<file path="config.mk">
export PLATFORM = sky130hd
export DESIGN_NAME = idex_stage
export DESIGN_NICKNAME = d
export VERILOG_FILES = /design/src/rtl/idex_stage.sv
export SDC_FILE = /design/constraint.sdc
export NUM_CORES = 1
export LEC_CHECK = 0
export ABC_CLOCK_PERIOD_IN_PS = 4950
export CAP_MARGIN = 20
export CORE_AREA = 2 2 161 163
export DETAILED_ROUTE_END_ITERATION = 7
export DIE_AREA = 0 0 163 165
export PLACE_DENSITY = 0.73
export SLEW_MARGIN = 25
export SYNTH_ARGS = -nofsm -noshare
export SYNTH_HDL_FRONTEND = slang
export SYNTH_SLANG_ARGS = --single-unit
</file>
<file path="constraint.sdc">
create_clock -name clk -period 4.95 [get_ports clk]
set_input_delay 0.7425 -clock clk [delete_from_list [all_inputs] [get_ports clk]]
set_output_delay 0.7425 -clock clk [all_outputs]
set_load 0.05 [all_outputs]
</file>
<file path="src/rtl/idex_stage.sv">
// ID/EX pipeline register with valid/ready handshake, flush, stall counter.
// Define IDEX_SKID_EN for a 2-entry elastic stage with registered in_ready.
module idex_stage #(
    parameter int CTRL_W      = 8,
    parameter int DATA_W      = 32,
    parameter int NUM_OPS     = 5,
    parameter int FUN_W       = 6,
    parameter int DST_W       = 5,
    parameter int IMM_W       = 16,
    parameter int STALL_CNT_W = 16
) (
    input  logic                      clk,
    input  logic                      rst_n,
    input  logic                      flush,
    input  logic                      in_valid,
    output logic                      in_ready,
    input  logic [CTRL_W-1:0]         in_ctrl,
    input  logic [NUM_OPS*DATA_W-1:0] in_ops,
    input  logic [FUN_W-1:0]          in_fun,
    input  logic [DST_W-1:0]          in_dst,
    input  logic [IMM_W-1:0]          in_imm,
    output logic                      out_valid,
    input  logic                      out_ready,
    output logic [CTRL_W-1:0]         out_ctrl,
    output logic [NUM_OPS*DATA_W-1:0] out_ops,
    output logic [FUN_W-1:0]          out_fun,
    output logic [DST_W-1:0]          out_dst,
    output logic [IMM_W-1:0]          out_imm,
    output logic [STALL_CNT_W-1:0]    stall_cnt
);

    localparam int PAY_W = CTRL_W + NUM_OPS*DATA_W + FUN_W + DST_W + IMM_W;

    logic [PAY_W-1:0]       w_in_pay;
    logic [CTRL_W-1:0]      w_main_ctrl;
    logic                   w_in_ready;
    logic                   w_accept;
    logic                   w_consume;
    logic                   r_main_valid;
    logic [PAY_W-1:0]       r_main_pay;
    logic [STALL_CNT_W-1:0] r_stall_cnt;

    assign w_in_pay  = {in_ctrl, in_ops, in_fun, in_dst, in_imm};
    assign w_accept  = in_valid & w_in_ready;
    assign w_consume = r_main_valid & out_ready;

    assign {w_main_ctrl, out_ops, out_fun, out_dst, out_imm} = r_main_pay;
    // Bubbles must never carry a register or memory write enable.
    assign out_ctrl  = r_main_valid ? w_main_ctrl : '0;
    assign out_valid = r_main_valid;
    assign in_ready  = w_in_ready;
    assign stall_cnt = r_stall_cnt;

`ifdef IDEX_SKID_EN
    logic             r_skid_valid;
    logic [PAY_W-1:0] r_skid_pay;

    assign w_in_ready = ~r_skid_valid;

    always_ff @(posedge clk or negedge rst_n) begin
        if (!rst_n) begin
            r_main_valid <= 1'b0;
            r_main_pay   <= '0;
            r_skid_valid <= 1'b0;
            r_skid_pay   <= '0;
        end else if (flush) begin
            r_main_valid <= 1'b0;
            r_skid_valid <= 1'b0;
        end else if (w_consume) begin
            if (r_skid_valid) begin
                r_main_pay   <= r_skid_pay;
                r_skid_valid <= 1'b0;
            end else if (w_accept) begin
                r_main_pay   <= w_in_pay;
            end else begin
                r_main_valid <= 1'b0;
            end
        end else if (w_accept) begin
            // Main is only ever empty when skid is empty, so this keeps order.
            if (r_main_valid) begin
                r_skid_pay   <= w_in_pay;
                r_skid_valid <= 1'b1;
            end else begin
                r_main_pay   <= w_in_pay;
                r_main_valid <= 1'b1;
            end
        end
    end
`else
    assign w_in_ready = out_ready | ~r_main_valid;

    always_ff @(posedge clk or negedge rst_n) begin
        if (!rst_n) begin
            r_main_valid <= 1'b0;
            r_main_pay   <= '0;
        end else if (flush) begin
            r_main_valid <= 1'b0;
        end else if (w_accept) begin
            r_main_valid <= 1'b1;
            r_main_pay   <= w_in_pay;
        end else if (w_consume) begin
            r_main_valid <= 1'b0;
        end
    end
`endif

    always_ff @(posedge clk or negedge rst_n) begin
        if (!rst_n) begin
            r_stall_cnt <= '0;
        end else if (r_main_valid && !out_ready && !flush && !(&r_stall_cnt)) begin
            r_stall_cnt <= r_stall_cnt + {{(STALL_CNT_W-1){1'b0}}, 1'b1};
        end
    end

endmodule

</file>
==> results of run 1 <==
==> Yosys cell counts (all sizes together) <==
master,n,area [um2]
a21oi,3,15.0
and2,9,56.3
and3,2,12.5
and4,1,8.76
buf,208,1570
dfrtp,212,5310
ha,1,12.5
inv,2,7.51
mux2,197,2220
mux2i,1,10.0
nand2,9,33.8
nand3,3,15.0
nand4,6,58.8
nor2,5,18.8
nor2b,1,8.76
nor3,9,50.1
nor3b,3,45.1
nor4,5,46.3
xor2,11,96.3
==> state kept, by name, indices dropped and copies added, names as in the netlist <==
signal      cells
r_main_pay    195
stall_cnt      16
out_valid       1
==> final timing paths <==
| check | startpoint | to | cells past startpoint |
|---|---|---|---|
| max in group asynchronous | rst_n | stall_cnt[3] | 2 |
| hold reg to reg | r_main_pay[124] | r_main_pay[124] | 1 |
| min in group clk | r_main_pay[124] | r_main_pay[124] | 1 |
| hold / removal | rst_n | r_main_pay[188] | 1 |
| setup reg to reg | out_valid | r_main_pay[75] | 4 |
| setup / recovery | out_ready | in_ready | 4 |
==> worst max-delay path, cell delays in order <==
cell,delay [ns]
sky130_fd_sc_hd__clkdlybuf4s50_1,0.55
sky130_fd_sc_hd__nor2b_2,0.09
sky130_fd_sc_hd__inv_1,0.12
sky130_fd_sc_hd__clkdlybuf4s50_1,0.83
==> cells by family after synthesis <==
| group | count (synthesis) |
|---|---|
| flops | 212 |
| compound gates | 3 |
| fa+ha+maj | 1 |
| xor+xnor | 11 |
| simple gates | 53 |
| buf+inv | 210 |
| mux | 198 |
==> power by group through the flow <==
| stage | clock [W] | combinational (W) | sequential [W] |
|---|---|---|---|
| final | 0.00180 | 0.00219 | 0.00218 |
| after global routing | 0.00195 | 0.00228 | 0.00222 |
| after CTS | 0.00188 | 0.00222 | 0.00219 |
| after detailed placement | 0 | 0.00221 | 0.00222 |
| after global placement | 0 | 0.00219 | 0.00220 |
| after floorplan | 0 | 0.00170 | 0.00223 |
==> cells in the final DEF (no fill, tap or decap), types with 2 or more instances in the layout <==
cell type | synthesis | final
sky130_fd_sc_hd__nand3_1 | 3 | 3
sky130_fd_sc_hd__inv_1 | 2 | 2
sky130_fd_sc_hd__dfrtp_1 | 212 | 212
sky130_fd_sc_hd__nor3_1 | 8 | 8
sky130_fd_sc_hd__clkbuf_8 | 0 | 6
sky130_fd_sc_hd__clkdlybuf4s50_1 | 0 | 411
sky130_fd_sc_hd__nor4_1 | 4 | 4
sky130_fd_sc_hd__mux2_2 | 137 | 137
sky130_fd_sc_hd__and2_1 | 9 | 9
sky130_fd_sc_hd__nor3b_4 | 2 | 2
sky130_fd_sc_hd__mux2_1 | 60 | 60
sky130_fd_sc_hd__nor2_1 | 5 | 5
sky130_fd_sc_hd__bufinv_16 | 0 | 2
sky130_fd_sc_hd__clkinv_2 | 0 | 9
sky130_fd_sc_hd__xor2_1 | 11 | 11
sky130_fd_sc_hd__buf_12 | 0 | 2
sky130_fd_sc_hd__nand2_1 | 9 | 9
sky130_fd_sc_hd__a21oi_1 | 3 | 3
sky130_fd_sc_hd__and3_1 | 2 | 2
sky130_fd_sc_hd__buf_4 | 199 | 7
sky130_fd_sc_hd__nand4_1 | 4 | 4
sky130_fd_sc_hd__clkbuf_16 | 0 | 25
==> routing by layer <==
metal / wire length (um) / vias up / track usage (%)
li1: - / 2637 / -
met1: 8640 / 2842 / 18.9
met2: 11600 / 260 / 28.9
met3: 2520 / 24 / 6.73
met4: 319 / 4 / 3.66
met5: 27 / - / 0
==> per-stage QoR <==
stage / instances / hold slack, ns / total power, W / util [%]
2_1_floorplan: 688 / 0.447 / 0.00392 / -
3_3_place_gp: 1231 / 0.466 / 0.00440 / 50.5
3_5_place_dp: 1231 / 0.474 / 0.00443 / 50.5
4_1_cts: 1274 / 0.311 / 0.00628 / 53.8
5_1_grt: 1274 / 0.342 / 0.00645 / 53.8
6_report: 1275 / 0.281 / 0.00618 / 53.8
==> final cells by class <==
cell class              instances  area, um2
clock inverters                12        113
flip-flops and latches        212       5310
diodes                          1       2.50
multi-input cells             266       2710
well taps                     330        413
clock buffers                  31        698
repair buffers                421       4220
fillers                      2069      11600
inverters                       2       7.51
==> Implementation_results.wiki, run 1 <==
{| class="wikitable"
! Metric !! Value
|-
| Status || finished, final reports clean
|-
| Number of cells upsized or downsized after cts || 0
|-
| Max-cap violation count || 0
|-
| Global Route Usage Sum || 16.5%
|-
| Clock tree from TritonCTS || yes
|-
| Fraction of power consumed by the clock network || 29.2%
|-
| Synth Area in Simple Gates || 3.69%
|-
| Headroom to the max-slew limit || 49.9%
|-
| Antenna violations before repair || 2
|-
| Worst-path clk slew || 0.06 ns
|-
| Remaining antenna violation count after routing || 0
|-
| Maximum ir drop on the vdd rail || 0.248 mV
|-
| Worst Path Class, Setup || input pin to output pin
|-
| Num ports || 413
|-
| Fraction of the mapped netlist area in adder cells || 0.130%
|-
| Worst hold-check path type || input pin to asynchronous set/reset pin
|-
| Gate count after technology mapping || 688
|-
| Sinks on the clock net || 212
|-
| Fraction of the mapped netlist area in compound gates || 0.157%
|-
| Worst slack after detailed placement || 1.87 ns
|-
| Number of nets in the synthesized netlist || 889
|-
| Average wire per standard cell || 18.1 um
|-
| Fraction of the cycle the final worst path needs || 62.2%
|-
| FP Rows || 58
|-
| Unique cell type count in the Yosys netlist || 27
|-
| Cell at the root of the clock tree || sky130_fd_sc_hd__clkbuf_16
|-
| Final GP Congestion || 0.767
|-
| Proportion of layout cells with a drive suffix above 1 || 20.8%
|-
| Tmin final || 3.08 ns
|-
| Switching power summed over all nets || 0.00224 W
|-
| Number of port buffers || 412
|-
| Full die area || 26900 um2
|-
| Portion of total power attributed to sequential cells || 35.3%
|-
| Pin count of the biggest net entering global routing || 94
|-
| Yosys warning count || 0
|-
| TritonCTS Buffers || 24
|-
| Maximum clock insertion buffer count || 3
|-
| Overflow left after global routing || 0
|-
| First-pass GRT wire length || 34300 um
|-
| Vias per inst || 4.52
|-
| Number of setup buffers added after CTS || 0
|-
| Post-DP Area || 12700 um2
|-
| Setup repair after global routing missed its margin || false
|-
| Max Transition Viols Final || 0
|-
| Detailed-routing iteration count for the pre-antenna-repair pass || 4
|-
| Data arrival time of the critical path || 2.33 ns
|-
| Final count of negative-setup-slack endpoints || 0
|-
| Fraction of power consumed by combinational cells || 35.5%
|-
| Height of the die || 165 um
|-
| Netlist Area Pre-Place || 9590 um2
|-
| Final nets || 1128
|-
| Main combinational cell family by area after synthesis || multiplexers
|-
| Synth Area per Inst || 13.9 um2
|-
| Initial cell density of the core || 38.3%
|-
| Number of levels the H-tree was split into || 1
|-
| Crit. End Element || output pin
|-
| Power density over cell area || 459 nW/um2
|-
| Setup skew after layout || 0.0130 ns
|-
| XOR/XNOR share of the synthesized area || 1.00%
|-
| Die Width || 163 um
|-
| Initial drt markers || 211
|-
| Seq/Total Area, Yosys || 55.3%
|-
| CP Data Required Time || 4.21 ns
|-
| Max Fanout on Critical Path || 3
|-
| Critical path launch point type || input pin
|-
| Total Negative Setup Slacks || 0 ns
|-
| Cts hold-fix bufs || 0
|-
| Total detailed-routing wirelength || 23100 um
|-
| Slack of the critical path || 1.87 ns
|-
| Core ar. || 25000 um2
|-
| Switching share of power || 36.2%
|-
| Clock latency of the later-clocked register in the worst-skew pair || 0.51 ns
|-
| Internal power of the cells || 0.00395 W
|-
| Number of flip-flops and latches in the synthesized netlist || 212
|-
| Worst reg-to-reg setup slack || 2.55 ns
|-
| Share of synthesized area spent on multiplexers || 23.2%
|-
| Leakage || 5.58 nW
|-
| Final std cell area, no fill || 13500 um2
|-
| Final hold violations || 0
|-
| Max Freq || 0.325 GHz
|-
| Vias in the first global route || 5930
|-
| Post-detail-place hpwl || 17300 um
|-
| Layout overhead on the synthesized area || 40.4%
|-
| Via count || 5767
|-
| Slew of the pin with the lowest slew margin || 0.752 ns
|-
| DRC violation count after routing || 0
|}
(Power assumes the default switching activity.)
==> inputs of run 2 (changes only) <==
Settings changed: ABC_CLOCK_PERIOD_IN_PS 4950 to 2750, CORE_AREA 2 2 161 163 to unset, CORE_MARGIN set to 2, CORE_UTILIZATION set to 39, DIE_AREA 0 0 163 165 to unset, PLACE_DENSITY 0.73 to 0.78.
Clock period 4.95 ns to 2.75 ns, I/O delays scaled along.
==> run 2 against run 1 <==
  * First-iteration DRC count decreased by 13%
  * Clock skew down 0.0033 ns
  * Via count rose by 1.2%
  * Power up 82%
  * Register-to-register slack worse by 1.8 ns
  * Die area down 3.9%
  * Global-route usage rose by 1.3 points
  * Cell area increased by 0.88%
  * Core utilization is 2.2 points higher
  * Worst hold slack better by 0.19 ns
  * Sequential share of layout area is 0.34 points lower
  * Critical endpoint unchanged
==> Implementation_results.wiki, run 2 (synthesis results as in run 1) <==
{| class="wikitable"
! Metric !! Value
|-
| Status || finished, final reports clean
|-
| Bufs and invs on worst path || 2
|-
| Count of antenna diodes in the layout || 0
|-
| Number of fill cells in the layout || 2001
|-
| End of the worst register-to-register path || r_main_pay[93]
|-
| Num ports || 413
|-
| Most frequent standard cell in the layout excluding fill and tap cells || sky130_fd_sc_hd__clkdlybuf4s50_1
|-
| Worst hold-check path type || input pin to asynchronous set/reset pin
|-
| Layout overhead on the synthesized area || 41.7%
|-
| Antenna violations before repair || 1
|-
| Core ar. || 24200 um2
|-
| Number of port buffers || 412
|-
| Average wire per standard cell || 18.4 um
|-
| Overflow left after global routing || 0
|-
| Number of levels the H-tree was split into || 1
|-
| Crit. End Element || output pin
|-
| Max Transition Viols Final || 0
|-
| Max reg flops || 195
|-
| Full die area || 25900 um2
|-
| Worst-path clk slew || 0.06 ns
|-
| Pin count of the biggest net entering global routing || 73
|-
| Setup repair after global routing missed its margin || false
|-
| Cell at the root of the clock tree || sky130_fd_sc_hd__clkbuf_16
|-
| Max-cap violation count || 0
|-
| Vias per inst || 4.59
|-
| Proportion of layout cells with a drive suffix above 1 || 21.0%
|-
| Final nets || 1133
|-
| Post-detail-place hpwl || 17300 um
|-
| Fraction of the cycle the final worst path needs || 93.6%
|-
| Total area of multi-input combinational cells || 2710 um2
|-
| Die Width || 161 um
|-
| Max Freq || 0.389 GHz
|-
| Worst reg-to-reg setup slack || 0.73 ns
|-
| Internal power of the cells || 0.00722 W
|-
| Total Negative Setup Slacks || 0 ns
|-
| CP Data Required Time || 2.34 ns
|-
| DRC violation count after routing || 0
|-
| Final GP Congestion || 0.777
|-
| Fraction of power consumed by combinational cells || 35.2%
|-
| Height of the die || 161 um
|-
| RR Startpoint || out_valid
|-
| Detailed-routing iteration count for the pre-antenna-repair pass || 4
|-
| Initial cell density of the core || 39.5%
|-
| Worst setup path startpoint || out_valid
|-
| Switching power summed over all nets || 0.00403 W
|-
| Final hold violations || 0
|-
| Leakage || 5.63 nW
|-
| Tmin final || 2.57 ns
|-
| First-pass GRT wire length || 36300 um
|-
| FP Rows || 57
|-
| Sinks on the clock net || 212
|-
| Number of setup buffers added after CTS || 0
|-
| Headroom to the max-slew limit || 60.0%
|-
| Via count || 5839
|-
| Fraction of power consumed by the clock network || 29.7%
|-
| Max Fanout on Critical Path || 11
|-
| Placed Instances || 1229
|-
| Global Route Usage Sum || 17.8%
|-
| Crit path max-delay family || buffers and inverters
|-
| Total detailed-routing wirelength || 23400 um
|-
| Most flop-heavy register || r_main_pay
|-
| Initial drt markers || 184
|-
| Maximum clock insertion buffer count || 3
|-
| TritonCTS Buffers || 24
|-
| Library cell contributing the largest single delay on the critical path || sky130_fd_sc_hd__clkdlybuf4s50_1
|-
| Maximum cell stage delay along the critical path || 0.82 ns
|-
| Power density over cell area || 828 nW/um2
|-
| Clock latency of the later-clocked register in the worst-skew pair || 0.51 ns
|-
| Data arrival time of the critical path || 2.16 ns
|-
| Slew of the pin with the lowest slew margin || 0.598 ns
|-
| Maximum ir drop on the vdd rail || 0.625 mV
|-
| Reg2reg path depth || 5
|-
| Worst Path Class, Setup || flip-flop to output pin
|-
| Final count of negative-setup-slack endpoints || 0
|-
| Vias in the first global route || 6437
|-
| Cell-by-cell trace of the critical path || nor2b_2, inv_1, clkdlybuf4s50_1
|-
| Setup skew after layout || 0.00971 ns
|-
| Critical path launch point type || flip-flop
|-
| Clock tree from TritonCTS || yes
|-
| Top library cells by usage in the layout, fill and taps aside || 411 x sky130_fd_sc_hd__clkdlybuf4s50_1, 211 x sky130_fd_sc_hd__dfrtp_1, 137 x sky130_fd_sc_hd__mux2_2
|-
| Total area of sequential cells || 5310 um2
|-
| Remaining antenna violation count after routing || 0
|-
| Switching share of power || 35.8%
|-
| Count of non-filler cells in the finished layout || 1273
|-
| Portion of total power attributed to sequential cells || 35.0%
|}
[run 2: cell type report]
| type | instances | share of cell area (%) |
|---|---|---|
| Tap cell | 324 | 2.98 |
| Inverter | 2 | 0.0553 |
| Multi-Input combinational cell | 266 | 19.9 |
| Clock buffer | 33 | 5.19 |
| Timing Repair Buffer | 426 | 31.8 |
| Clock inverter | 10 | 0.949 |
| Sequential cell | 212 | 39.1 |
[run 2: worst max path at each step]
stage / depth (start not counted) / end / slack [ns]
CTS: 3 / in_ready / 0.03
detailed placement: 4 / in_ready / 0.34
floorplan: 4 / stall_cnt[1] / 0.74
global route: 3 / in_ready / 0.09
global placement: 4 / in_ready / 0.39
finish: 3 / in_ready / 0.18
[run 2: timing repair]
| action | CTS | global route |
|---|---|---|
| endpoints found under the setup margin | 0 | 1 |
| hold buffers | 1 | 0 |
| hold endpoints to repair | 67 | 0 |
| resized for setup | 0 | 1 |
[run 2: through the flow]
step	hold slack (ns)	power, W	util (%)	setup WS, ns	instance area (um2)
4_1_cts	0.470	0.0114	56.0	0.0337	13600
3_5_place_dp	0.427	0.00798	52.5	0.341	12700
6_report	0.473	0.0112	56.0	0.176	13600
2_1_floorplan	0.117	0.00706	-	0.737	9590
5_1_grt	0.483	0.0117	56.0	0.0901	13600
3_3_place_gp	0.431	0.00793	52.5	0.391	12700
[run 2: power groups by stage]
stage / Clock (W) / Sequential, W / Combinational, W
CTS: 0.00344 / 0.00395 / 0.00400
global placement: 0 / 0.00397 / 0.00396
finish: 0.00334 / 0.00394 / 0.00396
detailed placement: 0 / 0.00400 / 0.00399
floorplan: 0 / 0.00401 / 0.00306
global route: 0.00358 / 0.00402 / 0.00411
[run 2: layer usage]
metal | global-route usage, % | wire [um]
met4 | 4.83 | 598
met2 | 31.7 | 11800
met1 | 20.8 | 9010
met3 | 5.50 | 1980
met5 | 0 | 13
